<file path="src/rtl/mtx_ph_seq_mc.sv">
// Multi-channel phase sequencer: time-interleaved phase words for NCH channels
// with per-symbol stepped frequency, per-channel offsets and AXI-stream backpressure.
module mtx_ph_seq_mc #(
  parameter int PHASE_WIDTH = 24,
  parameter int NSIG_WIDTH  = 24,
  parameter int NSYMB_WIDTH = 16,
  parameter int NCH         = 4,
  parameter int CH_WIDTH    = 2
) (
  input  logic                   clk,
  input  logic                   reset,
  input  logic                   srst,
  input  logic                   start,
  input  logic                   stop,
  input  logic                   mode_cont,
  input  logic [PHASE_WIDTH-1:0] cfg_base_inc,
  input  logic [PHASE_WIDTH-1:0] cfg_symb_step,
  input  logic [PHASE_WIDTH-1:0] cfg_ch_step,
  input  logic [NSIG_WIDTH-1:0]  cfg_nsamp,
  input  logic [NSYMB_WIDTH-1:0] cfg_nsymb,
  output logic [PHASE_WIDTH-1:0] out_tdata,
  output logic [CH_WIDTH-1:0]    out_tuser,
  output logic                   out_tvalid,
  input  logic                   out_tready,
  output logic                   out_tlast,
  output logic [PHASE_WIDTH-1:0] ph_start,
  output logic [NSIG_WIDTH-1:0]  sigN,
  output logic [NSYMB_WIDTH-1:0] symbN,
  output logic                   busy
);

  typedef enum logic [1:0] {S_IDLE, S_LOAD, S_RUN} state_t;

  state_t                 state_q, state_d;
  logic                   mode_q, mode_d, stop_pend_q, stop_pend_d;
  logic [PHASE_WIDTH-1:0] base_q, base_d, symb_step_q, symb_step_d, ch_step_q, ch_step_d;
  logic [NSIG_WIDTH-1:0]  nsamp_q, nsamp_d, nsamp_c, sig_q, sig_d;
  logic [NSYMB_WIDTH-1:0] nsymb_q, nsymb_d, nsymb_c, symb_q, symb_d;
  logic [PHASE_WIDTH-1:0] inc_q [NCH];
  logic [PHASE_WIDTH-1:0] inc_d [NCH];
  logic [PHASE_WIDTH-1:0] ph_q  [NCH];
  logic [PHASE_WIDTH-1:0] ph_d  [NCH];
  logic [CH_WIDTH-1:0]    ch_q, ch_d, tuser_q, tuser_d;
  logic [PHASE_WIDTH-1:0] ph_start_q, ph_start_d, tdata_q, tdata_d;
  logic                   tvalid_q, tvalid_d, tlast_q, tlast_d, busy_q, busy_d;
  logic                   acc, last_ch, last_samp, last_symb, halt;

  function automatic logic [PHASE_WIDTH-1:0] ch_inc(input logic [PHASE_WIDTH-1:0] base,
                                                    input logic [PHASE_WIDTH-1:0] step,
                                                    input int c);
    return base + step * PHASE_WIDTH'(c);
  endfunction

  assign nsamp_c   = (cfg_nsamp == '0) ? NSIG_WIDTH'(1) : cfg_nsamp;
  assign nsymb_c   = (cfg_nsymb == '0) ? NSYMB_WIDTH'(1) : cfg_nsymb;
  assign acc       = tvalid_q & out_tready;
  assign last_ch   = (ch_q == CH_WIDTH'(NCH - 1));
  assign last_samp = (sig_q == nsamp_q - NSIG_WIDTH'(1));
  assign last_symb = (symb_q == nsymb_q - NSYMB_WIDTH'(1));

  always_comb begin
    state_d     = state_q;
    mode_d      = mode_q;
    stop_pend_d = stop_pend_q;
    base_d      = base_q;
    symb_step_d = symb_step_q;
    ch_step_d   = ch_step_q;
    nsamp_d     = nsamp_q;
    nsymb_d     = nsymb_q;
    inc_d       = inc_q;
    ph_d        = ph_q;
    ch_d        = ch_q;
    sig_d       = sig_q;
    symb_d      = symb_q;
    ph_start_d  = ph_start_q;
    tvalid_d    = tvalid_q;
    tdata_d     = tdata_q;
    tuser_d     = tuser_q;
    tlast_d     = tlast_q;
    halt        = 1'b0;
    case (state_q)
      S_IDLE: if (start) state_d = S_LOAD;
      S_LOAD: begin
        mode_d      = mode_cont;
        stop_pend_d = stop;
        base_d      = cfg_base_inc;
        symb_step_d = cfg_symb_step;
        ch_step_d   = cfg_ch_step;
        nsamp_d     = nsamp_c;
        nsymb_d     = nsymb_c;
        for (int c = 0; c < NCH; c++) begin
          inc_d[c] = ch_inc(cfg_base_inc, cfg_ch_step, c);
          ph_d[c]  = '0;
        end
        ch_d       = '0;
        sig_d      = '0;
        symb_d     = '0;
        ph_start_d = '0;
        tvalid_d   = 1'b1;
        tdata_d    = '0;
        tuser_d    = '0;
        tlast_d    = (nsymb_c == NSYMB_WIDTH'(1)) && (nsamp_c == NSIG_WIDTH'(1)) && (NCH == 1);
        state_d    = S_RUN;
      end
      S_RUN: begin
        if (stop) stop_pend_d = 1'b1;
        if (acc) begin
          ph_d[ch_q] = ph_q[ch_q] + inc_q[ch_q];
          if (!last_ch) begin
            ch_d = ch_q + CH_WIDTH'(1);
          end else begin
            ch_d  = '0;
            sig_d = last_samp ? '0 : sig_q + NSIG_WIDTH'(1);
            if (last_samp) begin
              ph_start_d = ph_d[0];
              for (int c = 0; c < NCH; c++) inc_d[c] = inc_q[c] + symb_step_q;
              if (!last_symb) begin
                symb_d = symb_q + NSYMB_WIDTH'(1);
              end else begin
                symb_d = '0;
                // Continuous frames keep ph[] running; only the increments restart
                if (!mode_q || stop_pend_q || stop) halt = 1'b1;
                else for (int c = 0; c < NCH; c++) inc_d[c] = ch_inc(base_q, ch_step_q, c);
              end
            end
          end
          if (halt) begin
            state_d     = S_IDLE;
            stop_pend_d = 1'b0;
            tvalid_d    = 1'b0;
            tdata_d     = '0;
            tuser_d     = '0;
            tlast_d     = 1'b0;
          end else begin
            tdata_d = ph_d[ch_d];
            tuser_d = ch_d;
            tlast_d = (symb_d == nsymb_q - NSYMB_WIDTH'(1)) &&
                      (sig_d == nsamp_q - NSIG_WIDTH'(1)) && (ch_d == CH_WIDTH'(NCH - 1));
          end
        end
      end
      default: state_d = S_IDLE;
    endcase
    if (srst) begin
      state_d     = S_IDLE;
      stop_pend_d = 1'b0;
      ch_d        = '0;
      sig_d       = '0;
      symb_d      = '0;
      ph_start_d  = '0;
      tvalid_d    = 1'b0;
      tdata_d     = '0;
      tuser_d     = '0;
      tlast_d     = 1'b0;
    end
    busy_d = (state_d != S_IDLE);
  end

  always_ff @(posedge clk or posedge reset) begin
    if (reset) begin
      state_q     <= S_IDLE;
      mode_q      <= 1'b0;
      stop_pend_q <= 1'b0;
      ch_q        <= '0;
      sig_q       <= '0;
      symb_q      <= '0;
      ph_start_q  <= '0;
      tvalid_q    <= 1'b0;
      tdata_q     <= '0;
      tuser_q     <= '0;
      tlast_q     <= 1'b0;
      busy_q      <= 1'b0;
    end else begin
      state_q     <= state_d;
      mode_q      <= mode_d;
      stop_pend_q <= stop_pend_d;
      ch_q        <= ch_d;
      sig_q       <= sig_d;
      symb_q      <= symb_d;
      ph_start_q  <= ph_start_d;
      tvalid_q    <= tvalid_d;
      tdata_q     <= tdata_d;
      tuser_q     <= tuser_d;
      tlast_q     <= tlast_d;
      busy_q      <= busy_d;
    end
  end

  // Datapath state is always rewritten in LOAD, so it carries no reset
  always_ff @(posedge clk) begin
    base_q      <= base_d;
    symb_step_q <= symb_step_d;
    ch_step_q   <= ch_step_d;
    nsamp_q     <= nsamp_d;
    nsymb_q     <= nsymb_d;
    for (int c = 0; c < NCH; c++) begin
      inc_q[c] <= inc_d[c];
      ph_q[c]  <= ph_d[c];
    end
  end

  assign out_tdata  = tdata_q;
  assign out_tuser  = tuser_q;
  assign out_tvalid = tvalid_q;
  assign out_tlast  = tlast_q;
  assign ph_start   = ph_start_q;
  assign sigN       = sig_q;
  assign symbN      = symb_q;
  assign busy       = busy_q;

endmodule

</file>
<file path="config.mk">
export PLATFORM = sky130hd
export DESIGN_NAME = mtx_ph_seq_mc
export DESIGN_NICKNAME = d
export VERILOG_FILES = /design/src/rtl/mtx_ph_seq_mc.sv
export SDC_FILE = /design/constraint.sdc
export NUM_CORES = 2
export LEC_CHECK = 0
export BUFFER_PORTS_ARGS = -buffer_cell sky130_fd_sc_hd__buf_2
export CAP_MARGIN = 0
export CORE_MARGIN = 10
export CORE_UTILIZATION = 40
export CTS_BUF_LIST = sky130_fd_sc_hd__clkbuf_2 sky130_fd_sc_hd__clkbuf_4 sky130_fd_sc_hd__clkbuf_8
export CTS_CLUSTER_SIZE = 16
export DETAILED_ROUTE_END_ITERATION = 10
export HOLD_SLACK_MARGIN = 0.06
export PLACE_DENSITY = 0.66
export REMOVE_ABC_BUFFERS = 1
export SETUP_SLACK_MARGIN = 0.3
export SYNTH_ARGS = -nofsm -noshare
export SYNTH_HDL_FRONTEND = slang
export SYNTH_SLANG_ARGS = --single-unit
</file>
<file path="constraint.sdc">
create_clock -name clk -period 12.8 [get_ports clk]
set_input_delay 1.92 -clock clk [delete_from_list [all_inputs] [get_ports clk]]
set_output_delay 1.92 -clock clk [all_outputs]
set_load 0.05 [all_outputs]
</file>
# After elaboration in Yosys (flattened, before gate mapping)
# Cells that the tools add are included.
[totals] word_cells=159 out_inout_bits=93 reg_bits=403 in_bits=119
[op_classes] n_eq_ne=15 bitwise=3 n_mux=78 n_reduce_logical=17 mul=2 n_addsub=16 n_lt_le_gt_ge=3
[op_table] cell="96-bit two-way mux" n=6
[op_table] cell="24-bit two-way mux" n=20
[op_table] cell="96-bit one-hot mux with 2 select lines" n=2
[op_table] cell="24-bit adder" n=11
[op_table] cell="24-bit binary-select mux with 2-bit select" n=3
[op_table] cell="24-bit one-hot mux with 2 select lines" n=3
[op_table] cell="16-bit two-way mux" n=7
[op_table] cell="96-bit bitwise mux" n=1
[op_table] cell="24-bit demux with 2-bit select" n=1
[op_table] cell="24-bit equality test" n=2
[op_table] cell="24-bit by 2-bit multiplier with 24-bit output, second input constant" n=2
[op_table] cell="16-bit equality test" n=2
[op_table] cell="16-bit one-hot mux with 2 select lines" n=1
[op_table] cell="24-bit by 1-bit adder with 24-bit output, second input constant" n=1
[op_table] cell="24-bit zero test" n=1
[op_table] cell="2-bit two-way mux" n=12
[op_table] cell="24-bit by 1-bit subtractor with 24-bit output, second input constant" n=1
[op_table] cell="16-bit by 1-bit adder with 16-bit output, second input constant" n=1
[op_table] cell="16-bit zero test" n=1
[op_table] cell="1-bit two-way mux" n=16
[op_table] cell="16-bit by 1-bit subtractor with 16-bit output, second input constant" n=1
[op_table] cell="3-bit != test, second input constant" n=4
[op_table] cell="2-bit one-hot mux with 2 select lines" n=2
[op_table] cell="4-bit AND reduction" n=2
[op_table] cell="other kinds (18)" n=31

# Logic depth before layout (Yosys ltp)
[logic_depth] ltp_word=14 mapped_depth=18

# Worst setup path after synthesis
# No wires, ideal clock.
[synth_timing] path_type="register -> register" start="register state_q[1]" end="register ph_start_q[0], in the netlist ph_start[0]" n_path_buf=1 stages_incl_launch_ff=9 t_arrival_ps=9440 setup_time_ps=145 path_slack_ps=3215 cell_sequence="dfrtp_1 > nand2b_1 > inv_1 > a31oi_1 > a21oi_1 > nor2_1 > clkbuf_1 > nand2_1 > o21ai_0"
[synth_between] elab_chain_len=3 word_cells_on_any_way=9 cone_classes="eq/ne: 5; mux: 2; reduce/logical: 2"
[synth_rtl] item="start, declared" line_no="34" source="state_t state_q, state_d;"
[synth_rtl] item="start signal, assigned" line_no="174" source="state_q <= state_d;"
[synth_rtl] item="2-bit equality test or 2-bit by 1-bit equality test with 1-bit output (tied branches)" line_no="81" source="case (state_q)"
[synth_rtl] item="3-bit != test (no source line), or another cell as far along"
[synth_rtl] item="4-bit AND reduction (no source line) or 24-bit two-way mux (tied branches)"
[synth_rtl] item="end signal, assigned" line_no="180" source="ph_start_q <= ph_start_d;"
[synth_rtl] item="end, declared" line_no="44" source="logic [PHASE_WIDTH-1:0] ph_start_q, ph_start_d, tdata_q, tdata_d;"
# Parallel ways exist; a longest one is shown, timed or not.
# A chain may end at the register's enable or synchronous reset.

# Final worst setup path
[layout_timing] start="register nsamp_q[0]" end="register ph_start_q[11], in the netlist ph_start[11]"
[layout_between] elab_chain_len=4
[layout_rtl] item="start, declared" line_no="37" source="logic [NSIG_WIDTH-1:0] nsamp_q, nsamp_d, nsamp_c, sig_q, sig_d;"
[layout_rtl] item="start signal, assigned" line_no="194" source="nsamp_q <= nsamp_d;"
[layout_rtl] item="24-bit by 1-bit subtractor with 24-bit output" line_no="58" source="assign last_samp = (sig_q == nsamp_q - NSIG_WIDTH'(1));"
[layout_rtl] item="24-bit equality test" line_no="58"
[layout_rtl] item="3-bit != test (no source line)"
[layout_rtl] item="4-bit AND reduction (no source line)"
# Every way passes these cells.

==> summary by stage <==
Run status
The flow ran to the end, and the final reports show no timing, DRC or antenna violations.

Power and ir drop
The total power after layout is 0.00419 W. The power density over cell area is 111 nW/um^2. The leakage component of the power is ~15 nW. Of the total power, registers draw 0.374. The total net switching power is approximately 0.0014 W. Internal power comes to about 0.0028 W. The largest vdd supply drop is ~0.08 mV.

Of the total power, the share spent switching nets is 0.333. The portion of total power attributed to combinational logic is 0.278. The share of power burned in the clock network is 0.348.

Synthesis
After synthesis, the cell types taking the most area are edfxtp_1 27%, ha_1 9.5%, dfrtp_1 7.2%. The mean instance size in the synthesized netlist is slightly above 9 um^2. The area of the mapped netlist is 33,900 um^2. The share of synthesized flip-flops with an asynchronous set or reset is 0.244. The flop and latch count out of synthesis is between 400 and 500. Of the synthesized area, sequential elements account for 0.342. The count of unique library cells instantiated by Yosys is 86. The leading area contributor after synthesis is edfxtp_1. The cell count after synthesis is ~3,600. The Yosys warning count is 0. The count of flip-flops with a built-in enable after synthesis is around 300. The most instantiated flip-flop cell in the synthesis netlist is edfxtp_1. The share of Yosys cell area claimed by the top area cell type is 0.269.

Clocking
Clock-pin slew was measured on the worst setup and hold paths at approximately 0.06 ns. The clock net sink count is between 400 and 500. The post-CTS setup-driven buffer insertion count is 0. The number of gates resized after CTS is 0. The number of buffers inserted by hold repair at cts is 0. The CTS buffer count is between 80 and 90. The maximum number of buffers from clock root to sink is 3. The TritonCTS clock tree is done.

The H-tree was split into 3 levels. The tree is rooted in a clkbuf_8. The clock reaches the later pin of the worst-skew pair after 0.70 ns.

Final layout
The count of filler cells inserted in the layout is roughly 8,000. The footprint of the flip-flops and latches is between 10,000 and 15,000 um^2. Relative to the synthesized area, the layout overhead comes to 11.0%. At the end of the flow, the number of nets in the layout was about 4,200. The fraction of layout cells with a size suffix above 1 is 0.131. The post-layout instance area is about 38,000 um^2. Summing all multi-input logic gate instances after layout gives approximately 21,000 um^2.

Global route
The via count of the first global-routing pass is approximately 28,000. The global-route wire length before repair is about 170,000 um. The initial antenna violation count is 1. The global-route usage over all layers is 0.218. Entering global routing, the biggest net connects 75 pins. The aggregate global routing overflow is 0.

Place
The final estimated routing congestion in global placement is around 0.97. The count of buffers added on input and output ports is approximately 210. The post-placement cell area is approximately 36,000 um^2.

The HPWL after detailed placement is slightly above 80,000 um.

Routing
In the final routed layout, each cell accounts on average for ~22 um. After detailed routing, the number of remaining DRC violations is 0. After detailed routing, the number of vias per cell comes to slightly below 6. The number of routed nets with antenna violations is 0. The number of design-rule violations left by the first detailed-router iteration is 2,714.

Wires add up to ~110,000 um. The final route contains 29,300 vias. The number of iterations in the first detailed-routing pass is 5.

Timing
The hold violation count in the final report is 0. The worst-case clock skew is ~0.050 ns. The relative max-transition margin is 0.294. The worst path in the final design needs a cycle of roughly 6.3 ns, including I/O delays and setup. The peak clock frequency supported by timing is about 0.16 GHz.

The setup TNS is 0 ns. The final clock period utilization by the worst path is 0.489. Setup violations remaining at the end of the flow were counted as 0. For the pin with the worst max-slew slack, the measured transition is about 1.1 ns. Setup repair after global routing left no endpoint under its margin.

The number of max-slew violations in the final report is 0.

Worst setup path
The worst path required time is 13.38 ns. The worst endpoint data arrival time is approximately 7 ns. The worst setup path is launched from a flip-flop.

The highest fanout seen on the critical path is 25. The startpoint identified for the worst register-to-register timing path is nsamp_q[0]. The worst setup path is captured at a flip-flop. The slowest stage of the critical path is the a21oi_4 cell. The end of the worst register-to-register path is ph_start[11]. The critical path is of the reg -> reg type. For the worst flop-to-flop path, the logic depth is 12.

The critical path goes through inv_1 > ha_1 > nor4b_1 > nand3_1 > nor4b_1 > xnor3_1 > nand3_1 > or4b_2 > or2_1 > a21oi_4 > nand2_1 > o21ai_0. The biggest cell delay along the critical path is 0.90 ns. The reg2reg setup slack is approximately 6.5 ns.

Die
The initial utilization of the core area, before any placement, comes to 0.404. The die is 311 um tall. The die covers about 97,000 um^2.

The total area inside the core boundary comes to roughly 84,000 um^2. During I/O placement, the number of pins put on the boundary was about 210. The floorplan has roughly 110 rows. The die is approximately 310 um wide.

Hold path
The endpoint of the worst hold path is out_tdata[10]. The tightest min-delay check is of the reg -> reg type. The count of cells along the worst hold path is 2. The startpoint identified for the worst hold timing path is out_tdata[10].

Run
The number of max-cap violations is 0.
==> power by group through the flow <==
stage / Sequential, W / Clock, W / Combinational [W]
2_1_floorplan: 0.00158 / 0 / 0.000825
3_3_place_gp: 0.00159 / 0 / 0.00113
3_5_place_dp: 0.00159 / 0 / 0.00114
4_1_cts: 0.00157 / 0.00149 / 0.00115
5_1_grt: 0.00158 / 0.00155 / 0.00129
6_report: 0.00157 / 0.00146 / 0.00117
==> cells in the mapped netlist, drive strengths merged, types with 60 or more instances <==
cell / n
xor2: 112
a211oi: 65
mux4: 60
edfxtp: 304
nand2: 319
inv: 108
nand3: 103
a21oi: 250
nor3: 118
clkbuf: 170
ha: 257
nor2: 347
xnor2: 187
dfrtp: 98
mux2i: 93
o21ai: 243
==> layout make-up <==
cell class,count,share of cell area
inverters,108,0.0110
clock buffers,113,0.0374
flip-flops and latches,402,0.308
repair buffers,238,0.0335
well taps,1134,0.0377
clock inverters,36,0.00852
multi-input cells,2918,0.564
diodes,1,0.0000665
==> critical path: cells and delay by family, from the launching register on <==
kind,cells,cell delay (ns)
AO/OA/AOI/OAI,2,1.33
XOR/XNOR,1,0.22
adder cells (fa/ha/maj),1,0.20
buffers and inverters,1,0.09
flip-flops,1,0.46
AND/OR/NAND/NOR,7,3.82
==> metal layers <==
metal,share of wire,GRT usage
met5,0,0
met2,0.46,0.348
met3,0.085,0.0395
met1,0.43,0.297
met4,0.026,0.0658
==> per-stage QoR <==
stage | setup WS [ns] | util | hold WS (ns) | instances
2_1_floorplan | 0.945 | - | 0.438 | 3428
3_3_place_gp | 6.75 | 0.428 | 0.459 | 4800
3_5_place_dp | 6.63 | 0.428 | 0.466 | 4800
4_1_cts | 6.59 | 0.449 | 0.478 | 4949
5_1_grt | 6.03 | 0.449 | 0.494 | 4950
6_report | 6.54 | 0.449 | 0.473 | 4950
==> flip-flops by register name, summed over array words and instances, names as in the netlist <==
register / cells
ch_q: 2
base_q: 24
symb_step_q: 24
out_tdata: 24
mode_q: 1
ch_step_q: 24
busy: 1
stop_pend_q: 1
symbN: 16
ph_start: 24
nsamp_q: 24
inc_q: 96
state_q: 2
ph_q: 96
out_tlast: 1
out_tuser: 1
out_tvalid: 1
sigN: 24
nsymb_q: 16
==> cell families (layout without fill, tap and decap cells) <==
group / after synthesis / in the layout / synth area share
AOI/OAI and AO/OA: 940 / 940 / 0.177
xor gates and xnor gates: 307 / 307 / 0.0826
adders and majority gates: 312 / 312 / 0.127
buffers and inverters: 301 / 495 / 0.0343
DFF: 402 / 402 / 0.342
muxes: 157 / 157 / 0.0687
other: 0 / 1 / 0
and+or+nand+nor: 1202 / 1202 / 0.168
==> placed cells by master (no fill, tap or decap), drive strengths merged, types with 55 or more instances in the layout <==
| cell | count |
|---|---|
| dfrtp | 98 |
| nor3 | 118 |
| a21o | 55 |
| xor2 | 112 |
| mux4 | 60 |
| mux2i | 93 |
| ha | 257 |
| inv | 110 |
| clkbuf | 113 |
| a21oi | 250 |
| nand2 | 319 |
| buf | 238 |
| nand3 | 103 |
| o21ai | 243 |
| edfxtp | 304 |
| nor2 | 347 |
| fa | 55 |
| a211oi | 65 |
| xnor2 | 187 |
==> worst max path at each step <==
stage                          from            to  depth (start not counted)
finish                   nsamp_q[0]  ph_start[11]                         12
floorplan                   ch_q[0]      symbN[1]                          6
CTS                      nsamp_q[0]   ph_start[2]                         12
global placement    cfg_base_inc[2]     inc_q[22]                         16
global route             nsamp_q[0]   ph_start[3]                         12
detailed placement       nsamp_q[0]  ph_start[16]                         12
Power figures use the tool's default switching activity.
